$ cat src/rtl/m20k_fifo_controller_pkg.sv
// Shared constants and types for the M20K FIFO controller: memory timing,
// sticky error flags and the read-credit rule.
package m20k_fifo_controller_pkg;

  localparam int M20K_READ_LATENCY = 3;
  localparam int M20K_WRITE_COMMIT = 2;

  typedef struct packed {
    logic overflow;
    logic ecc;
  } sticky_t;

  // A read may be issued only while every word already in flight still has a
  // guaranteed seat in the skid buffer.
  function automatic logic has_credit(input int unsigned inflight,
                                      input int unsigned skid_count,
                                      input int unsigned capacity);
    return (inflight + skid_count) < capacity;
  endfunction

endpackage

$ cat src/rtl/m20k_fifo_controller_skid_buffer.sv
// Small register-based FIFO that absorbs words returning from the memory read
// pipeline; exposes its occupancy so the controller can budget reads.
module fifo_skid_buffer #(
  parameter int WIDTH      = 20,
  parameter int DEPTH_LOG2 = 3
) (
  input  logic                  clk,
  input  logic                  rst,
  input  logic                  wr_en_i,
  input  logic [WIDTH-1:0]      wr_data_i,
  input  logic                  rd_en_i,
  output logic [WIDTH-1:0]      rd_data_o,
  output logic [DEPTH_LOG2:0]   count_o,
  output logic                  empty_o
);

  localparam int ENTRIES = 1 << DEPTH_LOG2;

  logic [WIDTH-1:0]    mem_q [0:ENTRIES-1];
  logic [DEPTH_LOG2:0] wr_ptr_q, wr_ptr_d;
  logic [DEPTH_LOG2:0] rd_ptr_q, rd_ptr_d;

  assign count_o   = wr_ptr_q - rd_ptr_q;
  assign empty_o   = (count_o == '0);
  assign rd_data_o = mem_q[rd_ptr_q[DEPTH_LOG2-1:0]];

  always_comb begin
    wr_ptr_d = wr_ptr_q + (DEPTH_LOG2+1)'(wr_en_i);
    rd_ptr_d = rd_ptr_q + (DEPTH_LOG2+1)'(rd_en_i);
  end

  always_ff @(posedge clk or posedge rst) begin
    if (rst) begin
      wr_ptr_q <= '0;
      rd_ptr_q <= '0;
    end else begin
      wr_ptr_q <= wr_ptr_d;
      rd_ptr_q <= rd_ptr_d;
    end
  end

  // Storage needs no reset: the pointers alone define what is valid.
  always_ff @(posedge clk) begin
    if (wr_en_i) begin
      mem_q[wr_ptr_q[DEPTH_LOG2-1:0]] <= wr_data_i;
    end
  end

endmodule

$ cat src/rtl/m20k_fifo_controller.sv
// Drives one external M20K block as a single-clock FIFO: push port in, valid/ready
// pop port out, hiding the write-commit delay and the read latency.
module m20k_fifo_controller
  import m20k_fifo_controller_pkg::*;
#(
  parameter int WIDTH              = 20,
  parameter int DEPTH_LOG2         = 9,
  parameter int READ_LATENCY       = M20K_READ_LATENCY,
  parameter int SKID_DEPTH_LOG2    = 3,
  parameter int ALMOST_FULL_MARGIN = 4
) (
  input  logic                  clk,
  input  logic                  rst,
  input  logic                  push,
  input  logic [WIDTH-1:0]      pushData,
  output logic                  full,
  output logic                  almostFull,
  output logic                  outValid,
  output logic [WIDTH-1:0]      outData,
  input  logic                  outReady,
  output logic                  memWriteEnable,
  output logic [DEPTH_LOG2-1:0] memWriteAddr,
  output logic [WIDTH-1:0]      memDataIn,
  output logic                  memReadAddressStall,
  output logic [DEPTH_LOG2-1:0] memReadAddr,
  input  logic [WIDTH-1:0]      memDataOut,
  input  logic                  memEccStatus,
  output logic [DEPTH_LOG2:0]   usedw,
  output logic                  overflowError,
  output logic                  eccError
);

  localparam int PW       = DEPTH_LOG2 + 1;
  localparam int SCW      = SKID_DEPTH_LOG2 + 1;
  localparam int SKID_CAP = 1 << SKID_DEPTH_LOG2;
  localparam logic [PW-1:0] CAPACITY = {1'b1, {DEPTH_LOG2{1'b0}}};
  localparam logic [PW-1:0] AF_LEVEL = CAPACITY - PW'(ALMOST_FULL_MARGIN);

  logic [PW-1:0]           wr_ptr_q, wr_ptr_d;
  logic [PW-1:0]           rd_ptr_q, rd_ptr_d;
  logic [PW-1:0]           commit_ptr_q, commit_ptr_d;
  logic                    commit_pend_q, commit_pend_d;
  logic [READ_LATENCY-1:0] ret_pipe_q, ret_pipe_d;
  logic [SCW-1:0]          inflight_q, inflight_d;
  logic [DEPTH_LOG2-1:0]   rd_addr_q, rd_addr_d;
  sticky_t                 sticky_q, sticky_d;

  logic           wr_en;
  logic           issue;
  logic           ret_valid;
  logic           pop;
  logic [SCW-1:0] skid_count;
  logic           skid_empty;

  assign usedw      = wr_ptr_q - rd_ptr_q;
  assign full       = (usedw == CAPACITY);
  assign almostFull = (usedw >= AF_LEVEL);

  assign wr_en          = push & ~full & ~rst;
  assign memWriteEnable = wr_en;
  assign memWriteAddr   = wr_ptr_q[DEPTH_LOG2-1:0];
  assign memDataIn      = pushData;

  // Credit uses registered counts only, so outReady never reaches the read port.
  assign issue = (rd_ptr_q != commit_ptr_q) &&
                 has_credit(32'(inflight_q), 32'(skid_count), 32'(SKID_CAP));
  assign memReadAddressStall = ~issue;
  assign memReadAddr         = rd_addr_d;

  assign ret_valid     = ret_pipe_q[READ_LATENCY-1];
  assign outValid      = ~skid_empty;
  assign pop           = outValid & outReady;
  assign overflowError = sticky_q.overflow;
  assign eccError      = sticky_q.ecc;

  // The write-commit delay is the commit_pend stage plus commit_ptr itself:
  // a write accepted in cycle t is visible to the issue test from t+2.
  always_comb begin
    wr_ptr_d         = wr_ptr_q + PW'(wr_en);
    rd_ptr_d         = rd_ptr_q + PW'(issue);
    commit_pend_d    = wr_en;
    commit_ptr_d     = commit_ptr_q + PW'(commit_pend_q);
    ret_pipe_d       = {ret_pipe_q[READ_LATENCY-2:0], issue};
    inflight_d       = inflight_q + SCW'(issue) - SCW'(ret_valid);
    rd_addr_d        = issue ? rd_ptr_q[DEPTH_LOG2-1:0] : rd_addr_q;
    sticky_d.overflow = sticky_q.overflow | (push & full);
    sticky_d.ecc      = sticky_q.ecc | (ret_valid & memEccStatus);
  end

  always_ff @(posedge clk or posedge rst) begin
    if (rst) begin
      wr_ptr_q      <= '0;
      rd_ptr_q      <= '0;
      commit_ptr_q  <= '0;
      commit_pend_q <= 1'b0;
      ret_pipe_q    <= '0;
      inflight_q    <= '0;
      rd_addr_q     <= '0;
      sticky_q      <= '0;
    end else begin
      wr_ptr_q      <= wr_ptr_d;
      rd_ptr_q      <= rd_ptr_d;
      commit_ptr_q  <= commit_ptr_d;
      commit_pend_q <= commit_pend_d;
      ret_pipe_q    <= ret_pipe_d;
      inflight_q    <= inflight_d;
      rd_addr_q     <= rd_addr_d;
      sticky_q      <= sticky_d;
    end
  end

  fifo_skid_buffer #(
    .WIDTH      (WIDTH),
    .DEPTH_LOG2 (SKID_DEPTH_LOG2)
  ) u_skid (
    .clk       (clk),
    .rst       (rst),
    .wr_en_i   (ret_valid),
    .wr_data_i (memDataOut),
    .rd_en_i   (pop),
    .rd_data_o (outData),
    .count_o   (skid_count),
    .empty_o   (skid_empty)
  );

endmodule
$ cat config.mk
export PLATFORM = sky130hd
export DESIGN_NAME = m20k_fifo_controller
export DESIGN_NICKNAME = d
export VERILOG_FILES = /design/src/rtl/m20k_fifo_controller_pkg.sv /design/src/rtl/m20k_fifo_controller_skid_buffer.sv /design/src/rtl/m20k_fifo_controller.sv
export SDC_FILE = /design/constraint.sdc
export NUM_CORES = 1
export LEC_CHECK = 0
export BUFFER_PORTS_ARGS = -buffer_cell sky130_fd_sc_hd__buf_2
export CAP_MARGIN = 15
export CORE_ASPECT_RATIO = 2
export CORE_MARGIN = 5
export CORE_UTILIZATION = 60
export CTS_BUF_LIST = sky130_fd_sc_hd__clkbuf_2
export DETAILED_ROUTE_END_ITERATION = 8
export PLACE_DENSITY = 0.82
export REMOVE_ABC_BUFFERS = 1
export SYNTH_ARGS = -nofsm -noshare
export SYNTH_HDL_FRONTEND = slang
export SYNTH_SLANG_ARGS = --single-unit
export TNS_END_PERCENT = 5
$ cat constraint.sdc
create_clock -name clk -period 5.4 [get_ports clk]
set_clock_uncertainty 0.05 [all_clocks]
set_input_delay 1.35 -clock clk [delete_from_list [all_inputs] [get_ports clk]]
set_output_delay 1.35 -clock clk [all_outputs]
set_load 0.005 [all_outputs]
==> run_results.csv <==
group,metric,value,unit
synth,ys_async_sr_fraction,0.263,
place,gp_congestion,0.882,
setup_path,cp_max_fo,12,
global_routing,antenna_found_initial,1,
routing,wl_met2,10500,um
finish,area_delta_synth_final,8.93,%
pwr,irDropWorstVdd,0.473,mV
synth,ys.flop_type,"edfxtp_1",
clock_network,clkSlewWorstSetupHoldPaths,0.10,ns
floorplanning,io_pins,120,
finish,final.fill_count,1080,
routing,first_pass_iters,7,
floorplanning,die_y,188,um
finish,layout_common_cells,"160 x edfxtp_1, 79 x buf_2, 72 x nand2_1, 61 x clkbuf_2, 56 x dfrtp_1",
finish,drive_above_1_share,0.299,
global_routing,grt_max_degree,58,
synth,yosys_warnings,0,
timing,tns,0,ns
timing,final_max_slew_viol_count,0,
routing,wl_per_cell,20.1,um
global_routing,grt_pass1_wl,30100,um
pwr,intPower,0.00365,W
routing,first_iter_violations,241,
pwr,power.net_switching,0.00224,W
setup_path,crit_type,"register to output port",
synth,ys_ff_latch,217,
setup_path,crit_chain,"inv_1, ha_1, inv_1, fa_1, ha_1, and3_1, o21ai_0, and3_2, mux2_1, buf_2",
clock_network,clock_sinks,217,
setup_path,slowest_stage,"dfrtp_1",
routing,postRouteAntennaNets,0,
pwr,switching_share,0.381,
routing,met3_length,1140,um
routing,vias,5330,
synth,yosysSeqAreaShare,0.656,
routing,viasPerCell,5.77,
setup_path,cp-start-kind,"register",
finish,stdcell_count,924,
job,maxCapViolCount,0,
floorplanning,die_x,99.0,um
synth,mappedNetlistArea,9490,um^2
timing,relSlewSlack,0.460,
clock_network,hold_buffers,0,
setup_path,cp-end-kind,"output port",
clock_network,cts_buffers,43,
place,portBuffers,79,
synth,synth_cells,606,
routing,top_layer_used,"met4",
run_status,status,"complete, no violations",
clock_network,cts_tree,"yes",
pwr,power_per_cell_area,569,nW/um^2
pwr,p_comb_frac,0.459,
finish,nets,770,
synth,synth-edff-count,160,
floorplanning,num_rows,65,
pwr,pwr-share-clk,0.157,
clock_network,clk_latency,0.73,ns
clock_network,cts_root_buf,"clkbuf_2",
timing,setup_viol,0,
setup_path,required,4.00,ns
global_routing,overflow,0,
timing,min_period,4.93,ns
setup_path,crit_arrival,3.53,ns
setup_path,reg2reg_from,"wr_ptr_q[0]",
timing,rsz0062_at_grt,"no",
pwr,pwr-share-seq,0.385,
clock_network,postCtsSetupBuffers,0,
global_routing,grt_usage,0.209,
place,dp_cells,849,
synth,ys_types,50,
clock_network,cts_buffer_depth,3,
setup_path,max_stage_delay,0.48,ns
clock_network,cts_htree_levels,2,
synth,synth.avg_cell_area,15.7,um^2
global_routing,first_global_vias,5985,
floorplanning,initial_core_util,0.605,
place,dp.final_hpwl,12700,um
timing,finalHoldViolCount,0,
pwr,p_leak,4.15,nW
routing,drt-met1-wl,6360,um
timing,finalCritPeriodShare,0.912,
timing,max_freq,203,MHz
finish,final_common_cell,"edfxtp_1",
worst_hold_path,worstHoldStart,"ret_pipe_q[1]",
routing,routed_wl,18600,um
timing,tightest_slew,0.810,ns
floorplanning,die_area,18600,um^2
routing,drc,0,
floorplanning,core_area,15700,um^2
worst_hold_path,hold_class,"register to register",
setup_path,startpoint,"u_skid.wr_ptr_q[0]",
per-layer routing:
layer,vias to the layer above,track usage
li1,2423,-
met1,2673,0.225
met2,200,0.385
met3,34,0.0421
met4,0,0.0968
met5,-,0
through the flow:
stage	hold WS (ns)	util	setup WS (ns)	power, W	instance area [um^2]
floorplan	0.281	-	0.103	0.00410	9190
global placement	0.286	0.634	1.14	0.00489	9950
detailed placement	0.287	0.634	1.02	0.00503	9950
CTS	0.311	0.659	0.197	0.00598	10300
global route	0.328	0.659	0.182	0.00637	10300
finish	0.307	0.659	0.473	0.00589	10300
layout make-up:
cell class / instances / area, um^2 / share of cell area
flip-flops and latches: 217 / 6230 / 0.603
clock inverters: 13 / 85.1 / 0.00823
clock buffers: 61 / 305 / 0.0295
multi-input cells: 311 / 2870 / 0.277
repair buffers: 92 / 493 / 0.0477
well taps: 201 / 251 / 0.0243
inverters: 28 / 105 / 0.0102
diodes: 1 / 2.50 / 0.000242
sequential cells by signal (all words and copies together), names as in the netlist:
name	flops
commit_pend_q	1
commit_ptr_q	10
eccError	1
inflight_q	4
overflowError	1
rd_addr_q	9
rd_ptr_q	10
ret_pipe_q	3
u_skid.mem_q	160
u_skid.rd_ptr_q	4
u_skid.wr_ptr_q	4
wr_ptr_q	10
final timing paths:
path	endpoint	slack [ns]	cells past startpoint
max	memReadAddr[4]	0.47	10
min	ret_pipe_q[2]	0.31	0
max reg2reg	wr_ptr_q[6]	1.70	13
min reg2reg	ret_pipe_q[2]	0.31	0
max in group asynchronous	u_skid.rd_ptr_q[0]	3.96	3
min in group asynchronous	u_skid.rd_ptr_q[2]	0.78	3
power groups by stage:
| stage | Combinational, W | Clock (W) | Sequential, W |
|---|---|---|---|
| 2_1_floorplan | 0.00173 | 0 | 0.00236 |
| 3_3_place_gp | 0.00261 | 0 | 0.00229 |
| 3_5_place_dp | 0.00273 | 0 | 0.00231 |
| 4_1_cts | 0.00275 | 0.000962 | 0.00227 |
| 5_1_grt | 0.00303 | 0.00105 | 0.00230 |
| 6_report | 0.00270 | 0.000922 | 0.00227 |
Yosys cell counts, types with 10 or more instances:
master | instances | share of area
inv_1 | 28 | 0.011
edfxtp_1 | 160 | 0.51
ha_1 | 29 | 0.038
nand3_1 | 20 | 0.011
mux4_2 | 40 | 0.095
clkbuf_1 | 13 | 0.0051
xor2_1 | 18 | 0.017
dfrtp_1 | 57 | 0.15
xnor2_1 | 28 | 0.026
buf_4 | 30 | 0.024
a21oi_1 | 10 | 0.0053
nor2_1 | 14 | 0.0055
nand2_1 | 72 | 0.028
critical path, delay by kind of cell (launching register included):
kind,cells,cell delay [ns]
adder cells (fa/ha/maj),3,0.93
AND/OR/NAND/NOR,2,0.58
flip-flops,1,0.48
multiplexers,1,0.38
buffers and inverters,3,0.32
AO/OA/AOI/OAI,1,0.16
kinds of logic (layout without fill, tap and decap cells):
family	count (synthesis)	count (layout)	synth area share
XOR/XNOR	46	46	0.0424
AND/OR/NAND/NOR	146	146	0.0730
other	0	1	0
AO/OA/AOI/OAI	37	37	0.0335
buffers and inverters	78	194	0.0436
adder cells (fa/ha/maj)	32	32	0.0445
flip-flops	217	217	0.656
multiplexers	50	50	0.107
what timing repair did:
item	CTS	global route
endpoints found under the setup margin	0	9
endpoints found under the hold margin	0	0
gates resized for setup	0	1
Power figures use the tool's default switching activity.
